$ cat src/rtl/rsp_prep_pkg.sv
// Shared types and helpers for the prep-stage RAM read scheduler.
package rsp_prep_pkg;

   typedef enum logic [1:0] {
      IDLE  = 2'd0,
      BURST = 2'd1,
      GAP   = 2'd2
   } state_t;

   localparam int MAX_REQ    = 32;
   localparam int N_REQ_DFLT = 2;

   function automatic int id_w(int n);
      return (n > 1) ? $clog2(n) : 1;
   endfunction

   localparam int ID_W = id_w(N_REQ_DFLT);

   // First requester at or after ptr; scanning downward lets the nearest one win.
   function automatic int rr_pick(logic [MAX_REQ-1:0] req, int ptr, int n);
      int pick;
      int idx;
      pick = 0;
      for (int k = MAX_REQ - 1; k >= 0; k--) begin
         idx = (ptr + k) % n;
         if (k < n && req[5'(idx)]) pick = idx;
      end
      return pick;
   endfunction

endpackage

$ cat src/rtl/rsp_prep_rd_sched_delay.sv
// Fixed-depth shift-register delay with synchronous clear.
module rsp_delay_line #(
   parameter int W     = 1,
   parameter int DEPTH = 1
) (
   input  logic         clk,
   input  logic         rst,
   input  logic [W-1:0] d,
   output logic [W-1:0] q
);

   logic [W-1:0] sr [DEPTH];

   always_ff @(posedge clk) begin
      if (rst) begin
         for (int i = 0; i < DEPTH; i++) sr[i] <= '0;
      end else begin
         sr[0] <= d;
         for (int i = 1; i < DEPTH; i++) sr[i] <= sr[i-1];
      end
   end

   assign q = sr[DEPTH-1];

endmodule

$ cat src/rtl/rsp_prep_rd_sched.sv
// Shares one RAM read port between N_REQ prep requesters; round-robin by default,
// fixed priority (lowest index) when RSP_RD_SCHED_FIXED_PRIO_EN is defined.
//   state | meaning
//   IDLE  | waiting for a request; grant issued here
//   BURST | rd_en high, one beat per cycle
//   GAP   | forced idle after a burst, requests ignored
module rsp_prep_rd_sched
   import rsp_prep_pkg::*;
#(
   parameter int N_REQ          = 2,
   parameter int ADDR_W         = 18,
   parameter int NUM_W          = 16,
   parameter int ADD_ADDR       = 16,
   parameter int READ_RAM_WIDTH = 128,
   parameter int RD_LATENCY     = 5,
   parameter int RD_GAP         = 50
) (
   input  logic                      clk,
   input  logic                      rst,
   input  logic [N_REQ-1:0]          i_req,
   input  logic [N_REQ*ADDR_W-1:0]   i_start_addr,
   input  logic [N_REQ*ADDR_W-1:0]   i_end_addr,
   input  logic [N_REQ*NUM_W-1:0]    i_num,
   output logic [N_REQ-1:0]          o_ack,
   output logic                      o_busy,
   output logic [ADDR_W-1:0]         o_m0_rd_addr,
   output logic                      o_m0_rd_en,
   input  logic [READ_RAM_WIDTH-1:0] i_m0_rd_data,
   output logic [READ_RAM_WIDTH-1:0] o_data,
   output logic                      o_data_valid,
   output logic                      o_data_last,
   output logic [id_w(N_REQ)-1:0]    o_data_id
);

   localparam int IDW   = id_w(N_REQ);
   localparam int GAP_W = (RD_GAP > 1) ? $clog2(RD_GAP) : 1;
   localparam logic [GAP_W-1:0] GAP_LOAD = GAP_W'((RD_GAP > 0) ? RD_GAP - 1 : 0);

   state_t             state, state_nx;
   logic [N_REQ-1:0]   req_eff;
   logic               take;
   logic               last_beat;
   int                 gi;
   logic [IDW-1:0]     grant_idx;
   logic [ADDR_W-1:0]  start_sel, end_sel;
   logic [NUM_W-1:0]   num_sel;
   logic [ADDR_W-1:0]  start_q, end_q;
   logic [NUM_W-1:0]   num_q, beat;
   logic [IDW-1:0]     owner;
   logic [GAP_W-1:0]   gap_cnt;

`ifndef RSP_RD_SCHED_FIXED_PRIO_EN
   logic [IDW-1:0]     rr_ptr;

   always_ff @(posedge clk) begin
      if (rst) rr_ptr <= '0;
      else if (take) rr_ptr <= (grant_idx == IDW'(N_REQ - 1)) ? '0 : grant_idx + IDW'(1);
   end
`endif

   always_ff @(posedge clk) begin
      if (rst) state <= IDLE;
      else     state <= state_nx;
   end

   always_comb begin
      state_nx = state;
      case (state)
         IDLE:    if (take && num_sel != '0) state_nx = BURST;
         BURST:   if (last_beat) state_nx = (RD_GAP == 0) ? IDLE : GAP;
         GAP:     if (gap_cnt == '0) state_nx = IDLE;
         default: state_nx = IDLE;
      endcase
   end

   // A requester is masked while its own ack is on the wire, since it can only drop req afterwards.
   always_comb begin
      req_eff   = (state == IDLE) ? (i_req & ~o_ack) : '0;
      take      = |req_eff;
      last_beat = (state == BURST) && (beat == num_q - NUM_W'(1));
      o_busy    = (state != IDLE);
`ifdef RSP_RD_SCHED_FIXED_PRIO_EN
      gi        = rr_pick(MAX_REQ'(req_eff), 0, N_REQ);
`else
      gi        = rr_pick(MAX_REQ'(req_eff), int'(rr_ptr), N_REQ);
`endif
      grant_idx = IDW'(gi);
      start_sel = i_start_addr[ADDR_W-1:0];
      end_sel   = i_end_addr[ADDR_W-1:0];
      num_sel   = i_num[NUM_W-1:0];
      for (int r = 1; r < N_REQ; r++) begin
         if (grant_idx == IDW'(r)) begin
            start_sel = i_start_addr[r*ADDR_W +: ADDR_W];
            end_sel   = i_end_addr[r*ADDR_W +: ADDR_W];
            num_sel   = i_num[r*NUM_W +: NUM_W];
         end
      end
   end

   always_ff @(posedge clk) begin
      if (rst) begin
         o_ack        <= '0;
         o_m0_rd_en   <= 1'b0;
         o_m0_rd_addr <= '0;
         o_data       <= '0;
         start_q      <= '0;
         end_q        <= '0;
         num_q        <= '0;
         beat         <= '0;
         owner        <= '0;
         gap_cnt      <= '0;
      end else begin
         o_ack  <= '0;
         o_data <= i_m0_rd_data;
         if (take) begin
            o_ack      <= N_REQ'(1) << grant_idx;
            start_q    <= start_sel;
            end_q      <= end_sel;
            num_q      <= num_sel;
            owner      <= grant_idx;
            beat       <= '0;
            o_m0_rd_en <= (num_sel != '0);
            if (num_sel != '0) o_m0_rd_addr <= start_sel;
         end else if (state == BURST) begin
            if (last_beat) begin
               o_m0_rd_en <= 1'b0;
               gap_cnt    <= GAP_LOAD;
            end else begin
               beat         <= beat + NUM_W'(1);
               o_m0_rd_addr <= (o_m0_rd_addr == end_q) ? start_q
                                                       : o_m0_rd_addr + ADDR_W'(ADD_ADDR);
            end
         end else if (state == GAP) begin
            gap_cnt <= gap_cnt - GAP_W'(1);
         end
      end
   end

   rsp_delay_line #(.W(1), .DEPTH(RD_LATENCY)) u_dly_valid (
      .clk (clk),
      .rst (rst),
      .d   (o_m0_rd_en),
      .q   (o_data_valid)
   );

   rsp_delay_line #(.W(1), .DEPTH(RD_LATENCY)) u_dly_last (
      .clk (clk),
      .rst (rst),
      .d   (o_m0_rd_en & last_beat),
      .q   (o_data_last)
   );

   rsp_delay_line #(.W(IDW), .DEPTH(RD_LATENCY)) u_dly_id (
      .clk (clk),
      .rst (rst),
      .d   (owner),
      .q   (o_data_id)
   );

endmodule

$ cat config.mk
export PLATFORM = sky130hd
export DESIGN_NAME = rsp_prep_rd_sched
export DESIGN_NICKNAME = d
export VERILOG_FILES = /design/src/rtl/rsp_prep_pkg.sv /design/src/rtl/rsp_prep_rd_sched_delay.sv /design/src/rtl/rsp_prep_rd_sched.sv
export SDC_FILE = /design/constraint.sdc
export NUM_CORES = 1
export LEC_CHECK = 0
export CORE_ASPECT_RATIO = 0.75
export CORE_MARGIN = 2
export CORE_UTILIZATION = 39
export DETAILED_ROUTE_END_ITERATION = 10
export GPL_TIMING_DRIVEN = 0
export MAX_ROUTING_LAYER = met4
export PLACE_DENSITY = 0.76
export SLEW_MARGIN = 25
export SYNTH_ARGS = -nofsm -noshare
export SYNTH_HDL_FRONTEND = slang
export SYNTH_SLANG_ARGS = --single-unit
$ cat constraint.sdc
create_clock -name clk -period 2.61 [get_ports clk]
set_input_delay 0.6525 -clock clk [delete_from_list [all_inputs] [get_ports clk]]
set_output_delay 0.6525 -clock clk [all_outputs]
set_load 0.05 [all_outputs]
==> results.md, run 1 <==
Clocking:
- The count of H-tree levels built during CTS is 1.
- For this design, the CTS-stage hold fixing added 0 buffers.
- The root buffer cell is sky130_fd_sc_hd__clkbuf_16.
- The maximum root-to-sink buffer count is 3.
- The clock drives 242 sinks.
- The total CTS buffers is 25.

Place:
- The total of buffers placed on input and output ports is 387.
- The wire-length estimate of the detail-placed layout is 27,200 µm.
- At the end of routability-driven placement, the weighted congestion stood at 0.932.

Logic synthesis:
- The synthesized design contains 0 enable-type register cells.
- By area the synthesized netlist is led by sky130_fd_sc_hd__dfxtp_1 (50%), sky130_fd_sc_hd__nor2b_1 (9.5%), sky130_fd_sc_hd__nand2_1 (4.3%).
- For this run, the number of Yosys warnings is 0.
- The most used flip-flop cell after synthesis is sky130_fd_sc_hd__dfxtp_1.
- After synthesis, the largest area contributor takes up 50.2% of total cell area.
- The post-synth net total is 1,257.
- A synthesized cell averages 9.52 µm².
- The largest area contributor in the netlist is sky130_fd_sc_hd__dfxtp_1.
- Summing the sequential cell areas from Yosys gives 50.2% of the chip area.
- Summing every instance area after synthesis gives 9640 µm².
- The most used standard cell by instance count after synthesis is sky130_fd_sc_hd__dfxtp_1.
- By count the netlist is led by sky130_fd_sc_hd__dfxtp_1 (242), sky130_fd_sc_hd__nor2b_1 (147), sky130_fd_sc_hd__nand2_1 (111).
- The number of instances in the synthesized netlist is 1,013.
- The number of distinct library cell variants in the gate-level netlist after synthesis is 72.
- The synthesized design contains 242 register bits.
- The share of async-settable or async-resettable flops after synthesis is 0%.

GRT:
- The leftover overflow at the end of global routing is 0.
- The overall global routing resource usage is 26.7%.
- Entering global routing, the biggest net connects 15 pins.
- The global-route wire length before repair is 52,000 µm.
- The number of global-route vias before repair is 8,914.
- The number of antenna violations at the first check in global routing was 2.

Outcome:
- The tool reported: "[ERROR DRT-0255] Maze Route cannot find path of net clk in worker of routeBox ( 144900 0 ) ( 185555 48300 )".
- The step where the flow halted is 5_2_route.
- The run stopped with a tool error.

Floorplan:
- The starting density of the core is 39.9%.
- In this run the core area contains 49 standard-cell rows.
- The top-level port count is 389.
- The horizontal die dimension is 186 µm.
- From bottom edge to top edge, the die measures 140 µm.

STA:
- When the last timing repair stopped, the worst path ended at beat[13]$_SDFFE_PP0P_/D.
- After the last repair the worst path ends at a register data pin.
-- per-stage QoR --
step / setup WS (ns) / area, µm² / utilization [%] / std cells
5_1_grt: -0.263 / 15300 / 63.3 / 1792
4_1_cts: -0.187 / 15100 / 62.6 / 1791
3_5_place_dp: -1.31 / 14000 / 57.8 / 1731
3_3_place_gp: -1.36 / 14000 / 57.8 / 1731
2_1_floorplan: -0.0184 / 9660 / - / 1013
-- cells by family after synthesis --
| logic type | synth area share [%] |
|---|---|
| AND/OR/NAND/NOR | 23.5 |
| flip-flops | 50.2 |
| AO/OA/AOI/OAI | 15.9 |
| buffers and inverters | 3.35 |
| XOR/XNOR | 3.91 |
| multiplexers | 2.08 |
| adder cells (fa/ha/maj) | 1.04 |
-- routing by layer --
| metal | global-route usage [%] |
|---|---|
| met3 | 4.60 |
| met5 | - |
| met4 | 6.34 |
| met2 | 44.3 |
| met1 | 34.0 |
-- what timing repair did --
action | in CTS | in global routing
setup endpoints to repair | 99 | 72
pin swaps | 42 | 27
buffers inserted | 15 | 4
cloned | 2 | 0
gates resized for setup | 68 | 44
==> inputs of run 2 (changes only) <==
Settings changed: CORE_ASPECT_RATIO 0.75 to not set, CORE_UTILIZATION 39 to 30, MAX_ROUTING_LAYER met4 to not set, PLACE_DENSITY 0.76 to not set, PLACE_DENSITY_LB_ADDON set to 0.15.
Clock period 2.61 ns to 3.4 ns, I/O delays scaled along.
==> run 2 against run 1 <==
Compared with the run above:
- global-route usage is 7.5 points lower
- the flow now finishes without violations
- synthesized cell count stayed put
- area after synthesis stayed put
==> results.md, run 2 <==
Setup path:
- The peak fanout along the critical path is 10.
- For the worst setup path, the data arrival time is 3.56 ns.
- STA puts the critical path data required time at 3.85 ns.
- The setup path with the least slack is of type input pin to flop.
- In this run the worst setup path begins at i_req[1].
- The critical path startpoint category is an input pin.
- The kind of end point of the critical path is a flop.
- In this run the critical register-to-register path is launched from num_q[0]$_SDFFE_PP0N_.

Finish:
- For this run, the post-layout net count is 1,676.
- Compared with the post-synthesis result, the final layout area differs by 55.5%.
- The flip-flop count of the largest register, all copies and words added is 128.
- Once layout is complete, the utilization of the core stands at 47.4%.
- In the layout the commonest cells are sky130_fd_sc_hd__clkdlybuf4s50_1 (387), sky130_fd_sc_hd__dfxtp_1 (242), sky130_fd_sc_hd__nor2b_1 (147).
- Leaving out filler cells and counting taps, the final layout contains 1,854.
- The number of inserted diodes is 0.
- The number of filler instances in the final layout is 3,051.
- In the final layout, flip-flops and latches occupy 4840 µm².
- The share of final-layout standard cells stronger than drive strength 1 is 5.10%.
- Leaving out fill and tap cells, the most frequent cell in the layout is sky130_fd_sc_hd__clkdlybuf4s50_1.
- The area of the multi-input gates is 4480 µm².
- o_data holds more flip-flops than any other register.

STA:
- The clock period minus final worst setup slack is 3.12 ns.
- Setup repair after global routing left no endpoint under its margin.
- The worst slew margin relative to its limit is 42.4%.
- The final critical path takes up 91.7% of the cycle.
- The achievable clock frequency is 0.321 GHz.
- The clock arrives with 0.00774 ns of skew.
- The number of max-slew violations in the final report came to 0.
- The number of setup violations in the final report is 0.
- The worst-margin pin slew is 0.856 ns.
- The hold violation count in the final report is 0.

GRT:
- The global-route wire length before repair is 50,700 µm (-2.6%).
- The maximum number of pins on one net before global-route repair came to 14 (-1).
- The number of global-route vias before repair came to 8,818 (-1.1%).
- The leftover overflow at the end of global routing is 0 (unchanged).
- The number of antenna violations at the first check in global routing was 0 (-2).
- The overall global routing resource usage is 19.3% (-7.5 points).

Clocking:
- The clock sink count is 242 (unchanged).
- The maximum root-to-sink buffer count was 3 (unchanged).
- At the later pin of the worst-skew pair, clock insertion delay measures 0.54 ns.
- The count of H-tree levels built during CTS was 1 (unchanged).
- TritonCTS built the clock tree.
- Clock-pin slew was measured on the worst setup and hold paths at 0.06 ns.
- The total CTS buffers came to 28 (+12%).
- The cell sitting at the root of the clock tree is a sky130_fd_sc_hd__clkbuf_16.
- The number of buffers inserted by hold repair at cts is 0 (unchanged).

Routing:
- The count of routing violations after the opening detailed-route iteration is 436.
- The count of nets left with antenna violations once routing finished came out at 0.
- Dividing the detail-routed via count by the number of cells gives 4.79.
- After detailed routing, the average wire length per cell comes to 18.2 µm.
- For this run, the detailed router's first-pass iteration total came to 5.
- Across all layers, the routed design uses 8,872 vias.
- The final wirelength is 33,700 µm.
- For this run, design rule violations remaining after detail routing come to 0.

Logic synthesis:
- The register area share after synthesis is 50.2% (unchanged).
- The share of async-settable or async-resettable flops after synthesis came to 0% (unchanged).
- The number of distinct library cell variants in the gate-level netlist after synthesis is 72 (unchanged).
- Counting instances in the post-synthesis netlist gives the leading cell types as sky130_fd_sc_hd__dfxtp_1 (242), sky130_fd_sc_hd__nor2b_1 (147), sky130_fd_sc_hd__nand2_1 (111).
- sky130_fd_sc_hd__dfxtp_1 takes more of the synthesized area than any other cell.
- The mean instance size in the synthesized netlist is 9.52 µm² (unchanged).
- The portion of synthesized cell area occupied by the leading cell type is 50.2% (unchanged).
- The number of enable flip-flop cells after synthesis is 0 (unchanged).
- The most used standard cell by instance count after synthesis is sky130_fd_sc_hd__dfxtp_1.
- The count of synthesis-stage warnings from yosys is 0 (unchanged).
- The number of instances in the synthesized netlist is 1,013 (unchanged).
- The number of storage elements in the synthesis netlist is 242 (unchanged).
- The post-synth design cell area is 9640 µm² (unchanged).
- The most used flip-flop cell after synthesis is sky130_fd_sc_hd__dfxtp_1.
- By area the synthesized netlist is led by sky130_fd_sc_hd__dfxtp_1 (50%), sky130_fd_sc_hd__nor2b_1 (9.5%), sky130_fd_sc_hd__nand2_1 (4.3%).
- The post-synth net total is 1,257 (unchanged).

Floorplan:
- The number of placement rows was 65 (+33%).
- The top-level port count is 389 (unchanged).
- The horizontal die dimension is 183 µm (-1.2%).
- The full die area is 33,600 µm².
- The core region is 31,600 µm².
- The height of the die came to 183 µm (+31%).
- The starting density of the core is 30.5% (-9.4 points).

Power:
- The worst-case IR drop observed on VDD is 394 µV.
- After layout, the design draws a total of 0.00950 W.
- The part of the power in combinational logic is 31.5%.
- Net switching is 34.5% of the power.
- The power per standard cell area is 633 nW/µm².
- The fraction of power consumed by the clock network is 32.1%.
- The internal portion of the total power is 0.00622 W.
- In this run the power spent charging and discharging nets is 0.00327 W.
- The analysis attributes to cell leakage a power of 5.69 nW.
- The power share of the sequential group is 36.3%.

Worst hold path:
- The startpoint of the worst hold path is u_dly_id.sr[0][1]$_SDFF_PP0_.
- The min-delay analysis places its worst path in the category flop to flop.

Place:
- The HPWL after detailed placement is 25,900 µm (-4.7%).
- The placer congestion estimate came to 0.873 (-6.3%).
- The number of placed instances, taps included is 1,802 (+4.1%).
- The total of buffers placed on input and output ports came to 387 (unchanged).

Job:
- The count of max-cap constraint violations is 0.

Outcome:
- The run finished with clean final reports.
run 2: timing repair:
item,4_1_cts,5_1_grt
gates resized for setup,1,5
pin swaps,0,1
setup buffers,0,2
endpoints found under the setup margin,1,24
run 2: critical path, cell delays in order:
cell	delay, ns
sky130_fd_sc_hd__clkdlybuf4s50_1	0.45
sky130_fd_sc_hd__nor2b_1	0.34
sky130_fd_sc_hd__o211a_1	0.26
sky130_fd_sc_hd__clkbuf_2	0.26
sky130_fd_sc_hd__o211ai_1	0.26
sky130_fd_sc_hd__o21ai_0	0.41
sky130_fd_sc_hd__nand2_1	0.39
sky130_fd_sc_hd__o32ai_1	0.34
run 2: through the flow:
stage / cell area (µm²) / TNS (ns) / setup slack, ns / hold WS (ns)
5_1_grt: 15000 / 0 / 0.0269 / 0.453
2_1_floorplan: 9640 / 0 / 0.700 / 0.414
3_3_place_gp: 14000 / -24.32 / -0.603 / 0.425
6_report: 15000 / 0 / 0.283 / 0.435
3_5_place_dp: 14000 / -22.78 / -0.563 / 0.422
4_1_cts: 15000 / 0 / 0.0636 / 0.427
run 2: cells by family after synthesis:
group           after synthesis  share of synthesized area (%)
xor+xnor                     43                           3.91
mux                          20                           2.08
buf+inv                      78                           3.35
fa+ha+maj                     8                           1.04
compound gates              204                           15.9
simple gates                418                           23.5
flops                       242                           50.2
run 2: layout make-up:
cell class                      instances  share of cell area [%]
Sequential cell                       242                    32.3
Multi-Input combinational cell        693                    29.9
Timing Repair Buffer                  389                    26.0
Clock buffer                           45                    5.71
Tap cell                              402                    3.35
Buffer                                 66                    1.88
Clock inverter                          5                   0.542
Inverter                               12                   0.300
run 2: power by group through the flow:
stage,logic [W],clock network (W),registers (W)
detailed placement,0.00299,0,0.00351
finish,0.00300,0.00305,0.00345
floorplan,0.00146,0,0.00393
global placement,0.00297,0,0.00350
CTS,0.00300,0.00313,0.00345
global route,0.00324,0.00323,0.00350
run 2: path summary, 6_finish.rpt:
path | end | slack [ns] | cells after the start
max | o_m0_rd_addr[9]$_SDFFE_PP0P_ | 0.28 | 8
min | u_dly_id.sr[0][2]$_SDFF_PP0_ | 0.43 | 1
max reg2reg | o_m0_rd_addr[9]$_SDFFE_PP0P_ | 0.35 | 11
min reg2reg | u_dly_id.sr[0][2]$_SDFF_PP0_ | 0.43 | 1
run 2: routing by layer:
metal	GRT usage (%)	wire, µm	up-vias
li1	-	-	4401
met1	23.6	14300	4108
met2	34.0	16300	319
met3	4.05	2200	44
met4	5.60	833	0
met5	0	0	-
(Power assumes the default switching activity.)
==> inputs of run 3 (changes only) <==
Settings changed: CELL_PAD_IN_SITES_DETAIL_PLACEMENT set to 0, CELL_PAD_IN_SITES_GLOBAL_PLACEMENT set to 1, CORE_ASPECT_RATIO set to 0.9.
==> run 3 against run 2 <==
Compared with the run above:
- first-iteration DRC count is 16% lower
- largest cell class unchanged
- worst setup slack worse by 0.076 ns
- utilization is 0.082 points lower
- via count is 0.50% higher
- combinational power hardly changed
==> results.md, run 3 (same netlist as run 2, synthesis figures left out) <==
Floorplan:
- The height of the die is 174 µm (-5.0%).
- The starting density of the core is 30.3% (-0.16 points).
- The top-level port count is 389 (unchanged).
- The full die area is 33,600 µm² (about the same).
- The placeable core region came to 31,800 µm² (+0.53%).
- The horizontal die dimension is 193 µm (+5.3%).
- The number of placement rows is 62 (-4.6%).

Setup path:
- In this run the critical register-to-register path is captured at o_m0_rd_addr[10]$_SDFFE_PP0P_.
- The worst setup path endpoint is o_m0_rd_addr[10]$_SDFFE_PP0P_.
- The setup slack of the worst register-to-register path was 0.21 ns (-0.14 ns).
- The arrival time of data at the critical path endpoint is 3.64 ns (+0.08 ns).
- The worst setup path is launched from a flop.
- The beginning of the critical path is num_q[0]$_SDFFE_PP0N_.
- The count of cells along the worst register-to-register path is 11 (unchanged).
- The critical path is of the flop to flop type.
- The kind of end point of the critical path is a flop.
- The reg-to-reg critical path startpoint is num_q[0]$_SDFFE_PP0N_.
- The peak fanout along the critical path is 10 (unchanged).
- The data required time at the worst endpoint came to 3.85 ns (about the same).

Finish:
- The flip-flop count of the largest register, all copies and words added is 128 (unchanged).
- The area of the multi-input gates came to 4470 µm² (-0.14%).
- The share of final-layout standard cells stronger than drive strength 1 is 5.58% (+0.49 points).
- The utilization of the core after routing is 47.3% (-0.082 points).
- The number of standard cells in the layout, taps in and fillers out was 1,869 (+0.81%).
- In the layout the commonest cells are sky130_fd_sc_hd__clkdlybuf4s50_1 (387), sky130_fd_sc_hd__dfxtp_1 (242), sky130_fd_sc_hd__nor2b_1 (147).
- The area taken by flip-flops and latches is 4840 µm² (unchanged).
- The library cell used most frequently in the layout, excluding fill and tap cells, is sky130_fd_sc_hd__clkdlybuf4s50_1.
- The number of filler instances in the final layout came to 3,088 (+1.2%).
- The post-route cell area is 15,000 µm² (+0.36%).
- The register ranked first by flip-flop count is o_data.
- The area added between synthesis and finish is 56.1%.
- The layout net count is 1,674 (-0.12%).

Outcome:
- The run finished with clean final reports.

Power:
- The power per standard cell area is 643 nW/µm² (+1.5%).
- The highest ir drop seen on vdd came to 360 µV (-8.7%).
- The total power draw is 0.00968 W (+1.9%).
- The leakage dissipation is 5.72 nW (+0.51%).

GRT:
- The overall global routing resource usage was 19.8% (+0.50 points).
- The number of antenna violations at the first check in global routing was 3 (+3).
- The number of global-route vias before repair was 8,678 (-1.6%).
- The leftover overflow at the end of global routing is 0 (unchanged).
- The maximum number of pins on one net before global-route repair was 15 (+1).
- The global-route wire length before repair is 51,300 µm (+1.3%).

Job:
- The count of max-cap constraint violations is 0 (unchanged).

Place:
- The number of placed instances, taps included came to 1,816 (+0.78%).
- The post-detailed-placement cell area was 14,000 µm² (+0.13%).
- The total of buffers placed on input and output ports is 387 (unchanged).
- The placer congestion estimate is 0.861 (-1.4%).
- The HPWL after detailed placement is 27,100 µm (+4.5%).

STA:
- The clock skew is 0.0103 ns (+0.00261 ns).
- The achievable clock frequency was 0.313 GHz (-2.4%).
- The hold violation count in the final report is 0 (unchanged).
- The number of max-slew violations in the final report is 0 (unchanged).
- The worst-case hold slack is 0.435 ns (+0.000117 ns).
- The clock period minus final worst setup slack is 3.19 ns (+0.0765 ns).
- The number of setup violations in the final report is 0 (unchanged).
- The worst-margin pin slew was 0.805 ns (-0.0509 ns).
- Setup repair after global routing left no endpoint under its margin.
- The final critical-path share of the clock period came to 93.9% (+2.2 points).
- The worst slew margin relative to its limit is 46.2% (+3.8 points).

Routing:
- The detailed-route via count was 8,916 (+0.50%).
- The remaining routing DRC violations is 0 (unchanged).
- The count of routing violations after the opening detailed-route iteration is 365 (-16%).
- The count of nets left with antenna violations after detail routing was 0 (unchanged).
- The final wirelength is 34,800 µm (+3.5%).
- The mean routed wirelength per cell is 18.6 µm (+2.7%).
- The length of the first detailed-routing pass in iterations is 8 (+3).
- The detailed-route vias per instance was 4.77 (-0.31%).

Worst hold path:
- The worst min-delay path category is flop to flop.

Clocking:
- The clock-pin slew on the worst setup and hold paths is 0.06 ns (about the same).
- The count of H-tree levels built during CTS is 1 (unchanged).
- The clock tree from TritonCTS is built.
- The maximum root-to-sink buffer count is 3 (unchanged).
- The post-CTS setup-driven buffer insertion count came to 0 (unchanged).
- The number of buffers inserted by hold repair at cts is 0 (unchanged).
- The source-to-sink clock delay at the later pin of the worst-skew pair came to 0.54 ns (about the same).
- The clock sink count is 242 (unchanged).
- The root buffer cell is sky130_fd_sc_hd__clkbuf_16.
- The total CTS buffers is 28 (unchanged).
run 3: how the worst min path moves through the flow:
| stage | from | to | slack (ns) | cells after the start |
|---|---|---|---|---|
| floorplan | u_dly_id.sr[0][0]$_SDFF_PP0_ | u_dly_id.sr[0][1]$_SDFF_PP0_ | 0.41 | 1 |
| global placement | u_dly_last.sr[0][2]$_SDFF_PP0_ | u_dly_last.sr[0][3]$_SDFF_PP0_ | 0.42 | 1 |
| detailed placement | u_dly_valid.sr[0][0]$_SDFF_PP0_ | u_dly_valid.sr[0][1]$_SDFF_PP0_ | 0.42 | 1 |
| CTS | u_dly_id.sr[0][0]$_SDFF_PP0_ | u_dly_id.sr[0][1]$_SDFF_PP0_ | 0.43 | 1 |
| global route | u_dly_last.sr[0][0]$_SDFF_PP0_ | u_dly_last.sr[0][1]$_SDFF_PP0_ | 0.45 | 1 |
| finish | u_dly_valid.sr[0][0]$_SDFF_PP0_ | u_dly_valid.sr[0][1]$_SDFF_PP0_ | 0.43 | 1 |
run 3: stage by stage:
stage	worst slack (ns)	TNS [ns]
final	0.206	0
after global routing	0.0260	0
after global placement	-0.601	-27.95
after floorplan	0.700	0
after detailed placement	-0.639	-27.60
after CTS	0.0107	0
run 3: layer usage:
| metal | vias up | share of wire [%] | GRT usage, % |
|---|---|---|---|
| met1 | 4147 | 42 | 24.4 |
| met4 | 2 | 1.8 | 4.73 |
| met3 | 49 | 8.0 | 4.95 |
| met2 | 326 | 48 | 34.3 |
| li1 | 4392 | - | - |
| met5 | - | 0.032 | 0 |
run 3: repair_timing:
action,CTS,global route
pin swaps,0,1
resized for setup,1,9
setup endpoints to repair,10,24
run 3: power by group:
part           total, W  leakage, nW  internal [W]  switching, W
Clock           0.00322        0.493       0.00199       0.00123
Combinational   0.00301         3.22       0.00120       0.00181
Sequential      0.00345         2.00       0.00316      0.000291
run 3: final cells by class:
| type | count | area share [%] |
|---|---|---|
| inverter | 12 | 0.299 |
| clock buffer | 39 | 5.46 |
| sequential | 242 | 32.2 |
| timing repair buffer | 387 | 25.7 |
| multi-input combinational | 693 | 29.7 |
| tap | 416 | 3.46 |
| buffer | 66 | 1.89 |
| clock inverter | 12 | 1.18 |
| antenna | 2 | 0.0333 |
run 3: worst max-delay path, cell delays in order (launching register included):
cell                        delay (ns)
sky130_fd_sc_hd__dfxtp_1          0.30
sky130_fd_sc_hd__buf_6            0.13
sky130_fd_sc_hd__inv_1            0.07
sky130_fd_sc_hd__ha_1             0.14
sky130_fd_sc_hd__buf_4            0.14
sky130_fd_sc_hd__nor3b_2          0.44
sky130_fd_sc_hd__a32oi_1          0.09
sky130_fd_sc_hd__nor3_1           0.39
sky130_fd_sc_hd__o2111ai_2        0.28
sky130_fd_sc_hd__nor4_4           0.62
sky130_fd_sc_hd__nor2_2           0.22
sky130_fd_sc_hd__a311oi_1         0.27
==> inputs of run 4 (changes only) <==
Settings changed: CORE_MARGIN 2 to not set, RECOVER_POWER set to 100.
==> run 4 against run 3 <==
Compared with the run above:
- final area down 0.72%
- register-to-register slack worse by 0.02 ns
- critical path depth down 4
- clock-buffer cell count down 3
- combinational power down 2%
- non-clock buffer count unchanged
- die area down 2.2%
- first-iteration DRC count up 3.3%
- via count down 0.22%
- largest power group unchanged
==> results.md, run 4 (same netlist as run 2, synthesis figures left out) <==
Outcome:
- The run finished with clean final reports.

Floorplan:
- The horizontal die dimension was 191 µm (-1.0%).
- The height of the die was 172 µm (-1.1%).
- The full die area came to 32,900 µm² (-2.2%).
- The placeable core region came to 31,200 µm² (-1.9%).
- The starting density of the core came to 30.9% (+0.57 points).
- The top-level port count is 389 (unchanged).
- The number of placement rows was 61 (-1.6%).

STA:
- The achievable clock frequency is 0.310 GHz (-1.1%).
- The final critical-path share of the clock period was 95.0% (+1.1 points).
- The summed negative setup slack over all endpoints came to 0 ns (unchanged).
- The hold violation count in the final report came to 0 (unchanged).
- The clock skew came to 0.00578 ns (-0.00457 ns).
- Setup repair after global routing left no endpoint under its margin.
- The number of setup violations in the final report is 0 (unchanged).
- The post-route worst setup slack came to 0.170 ns (-0.0359 ns).
- The number of max-slew violations in the final report is 0 (unchanged).
- The worst-margin pin slew is 0.845 ns (+0.0406 ns).
- The clock period minus final worst setup slack came to 3.23 ns (+0.0359 ns).
- The worst slew margin relative to its limit was 43.0% (-3.1 points).

Place:
- The post-detailed-placement cell area is 14,000 µm² (about the same).
- The HPWL after detailed placement was 26,200 µm (-3.1%).
- The number of placed instances, taps included is 1,809 (-0.39%).
- The pre-CTS setup slack is -0.598 ns (+0.0412 ns).
- The total of buffers placed on input and output ports is 387 (unchanged).
- The placer congestion estimate is 0.849 (-1.3%).

GRT:
- The maximum number of pins on one net before global-route repair was 15 (unchanged).
- The number of antenna violations at the first check in global routing is 0 (-3).
- The overall global routing resource usage was 19.5% (-0.29 points).
- The global-route wire length before repair is 49,200 µm (-4.1%).
- The leftover overflow at the end of global routing is 0 (unchanged).
- The number of global-route vias before repair was 8,341 (-3.9%).

Power:
- The highest ir drop seen on vdd is 403 µV (+12%).
- The power per standard cell area is 629 nW/µm² (-2.2%).
- The leakage dissipation is 5.99 nW (+4.8%).

Setup path:
- The beginning of the critical path is i_num[6].
- The critical path buffer and inverter count came to 1 (-2).
- The cell with the biggest individual delay on the critical path is sky130_fd_sc_hd__o211ai_1.
- STA classifies the critical path startpoint as an input pin.
- By startpoint and endpoint, the worst setup path is classified as input pin to flop.
- The peak fanout along the critical path is 7 (-3).
- In this run the critical register-to-register path is launched from num_q[0]$_SDFFE_PP0N_.
- The kind of end point of the critical path is a flop.
- Broken down by cell family, the worst path's largest delay share belongs to simple AND/OR/NAND/NOR gates.
- The delay of the slowest cell on the worst path is 0.54 ns (-0.08 ns).
- The signal on the critical path passes through clkdlybuf4s50_1, nor4_1, nand4_1, o211ai_1, o21ai_0, nand2_1, o32ai_1.
- The arrival time of data at the critical path endpoint is 3.64 ns (about the same).
- The data required time at the worst endpoint is 3.81 ns (-0.04 ns).

Worst hold path:
- The startpoint of the worst hold path is u_dly_id.sr[0][1]$_SDFF_PP0_.
- The worst min-delay path category is flop to flop.

Finish:
- The library cells used most frequently in the layout, excluding fill and tap cells, are sky130_fd_sc_hd__dfxtp_1 (242), sky130_fd_sc_hd__clkdlybuf4s50_1 (234), sky130_fd_sc_hd__dlygate4sd3_1 (153).
- The number of inserted diodes is 0 (-2).
- The number of filler instances in the final layout is 2,945 (-4.6%).
- The layout net count came to 1,674 (unchanged).
- The area of the multi-input gates is 4460 µm² (-0.34%).
- The register ranked first by flip-flop count is o_data.
- The flip-flop count of the largest register, all copies and words added came to 128 (unchanged).
- The share of final-layout standard cells stronger than drive strength 1 was 5.03% (-0.55 points).
- The post-route cell area was 14,900 µm² (-0.72%).
- Relative to the synthesized area, the layout overhead comes to 54.9%.
- The library cell used most frequently in the layout, excluding fill and tap cells, is sky130_fd_sc_hd__dfxtp_1.
- The number of standard cells in the layout, taps in and fillers out is 1,861 (-0.43%).
- The area taken by flip-flops and latches was 4840 µm² (unchanged).

Clocking:
- The clock tree from TritonCTS is built.
- The clock-pin slew on the worst setup and hold paths is 0.06 ns (about the same).
- The number of buffers inserted by hold repair at cts was 0 (unchanged).
- The maximum root-to-sink buffer count is 3 (unchanged).
- The clock sink count is 242 (unchanged).
- The source-to-sink clock delay at the later pin of the worst-skew pair is 0.55 ns (about the same).
- The root buffer cell is sky130_fd_sc_hd__clkbuf_16.
- The count of H-tree levels built during CTS came to 1 (unchanged).
- The total CTS buffers is 28 (unchanged).

Routing:
- The mean routed wirelength per cell is 18.2 µm (-2.3%).
- The detailed-route vias per instance came to 4.78 (+0.20%).
- The remaining routing DRC violations is 0 (unchanged).
- The length of the first detailed-routing pass in iterations was 5 (-3).
- The detailed-route via count is 8,896 (-0.22%).
- The count of routing violations after the opening detailed-route iteration is 377 (+3.3%).
- The count of nets left with antenna violations after detail routing was 0 (unchanged).
- The final wirelength came to 33,900 µm (-2.7%).

Job:
- The count of max-cap constraint violations is 0 (unchanged).
[run 4: power by group]
part	leakage [nW]	switching, W	internal, W	total [W]
sequential	2.00	0.000282	0.00316	0.00344
clock	0.463	0.00123	0.00179	0.00301
combinational	3.52	0.00180	0.00114	0.00294
[run 4: through the flow]
| stage | total power [W] | hold WS [ns] | utilization, % |
|---|---|---|---|
| global route | 0.00987 | 0.443 | 47.9 |
| detailed placement | 0.00652 | 0.424 | 44.9 |
| CTS | 0.00957 | 0.425 | 47.9 |
| floorplan | 0.00539 | 0.414 | - |
| global placement | 0.00650 | 0.420 | 44.9 |
| finish | 0.00939 | 0.434 | 47.9 |
[run 4: path summary, 6_finish.rpt]
path                                                       to  slack [ns]  depth (start not counted)
worst max-delay path            o_m0_rd_addr[14]$_SDFFE_PP0P_        0.17                          7
worst min-delay path             u_dly_id.sr[0][2]$_SDFF_PP0_        0.43                          1
worst max register to register  o_m0_rd_addr[10]$_SDFFE_PP0P_        0.19                         12
worst min register to register   u_dly_id.sr[0][2]$_SDFF_PP0_        0.43                          1
[run 4: final cells by class]
cell class	count	share of cell area (%)
buffer	65	1.84
clock buffer	36	5.03
clock inverter	16	1.14
inverter	12	0.302
multi-input combinational	693	29.9
sequential	242	32.4
tap	409	3.43
timing repair buffer	388	26.0
[run 4: layer usage]
metal / up-vias / GRT usage (%) / share of wire (%)
met5: - / 0 / 0
met4: 0 / 4.59 / 2.0
met3: 40 / 4.04 / 7.1
met2: 326 / 34.2 / 48
met1: 4129 / 24.2 / 43
li1: 4401 / - / -
[run 4: timing repair]
item | CTS | global route
endpoints found under the setup margin | 1 | 16
pin swaps | 0 | 1
hold endpoints to repair | 0 | 0
gates resized for setup | 0 | 2
setup buffers | 0 | 1
gates cloned | 0 | 0
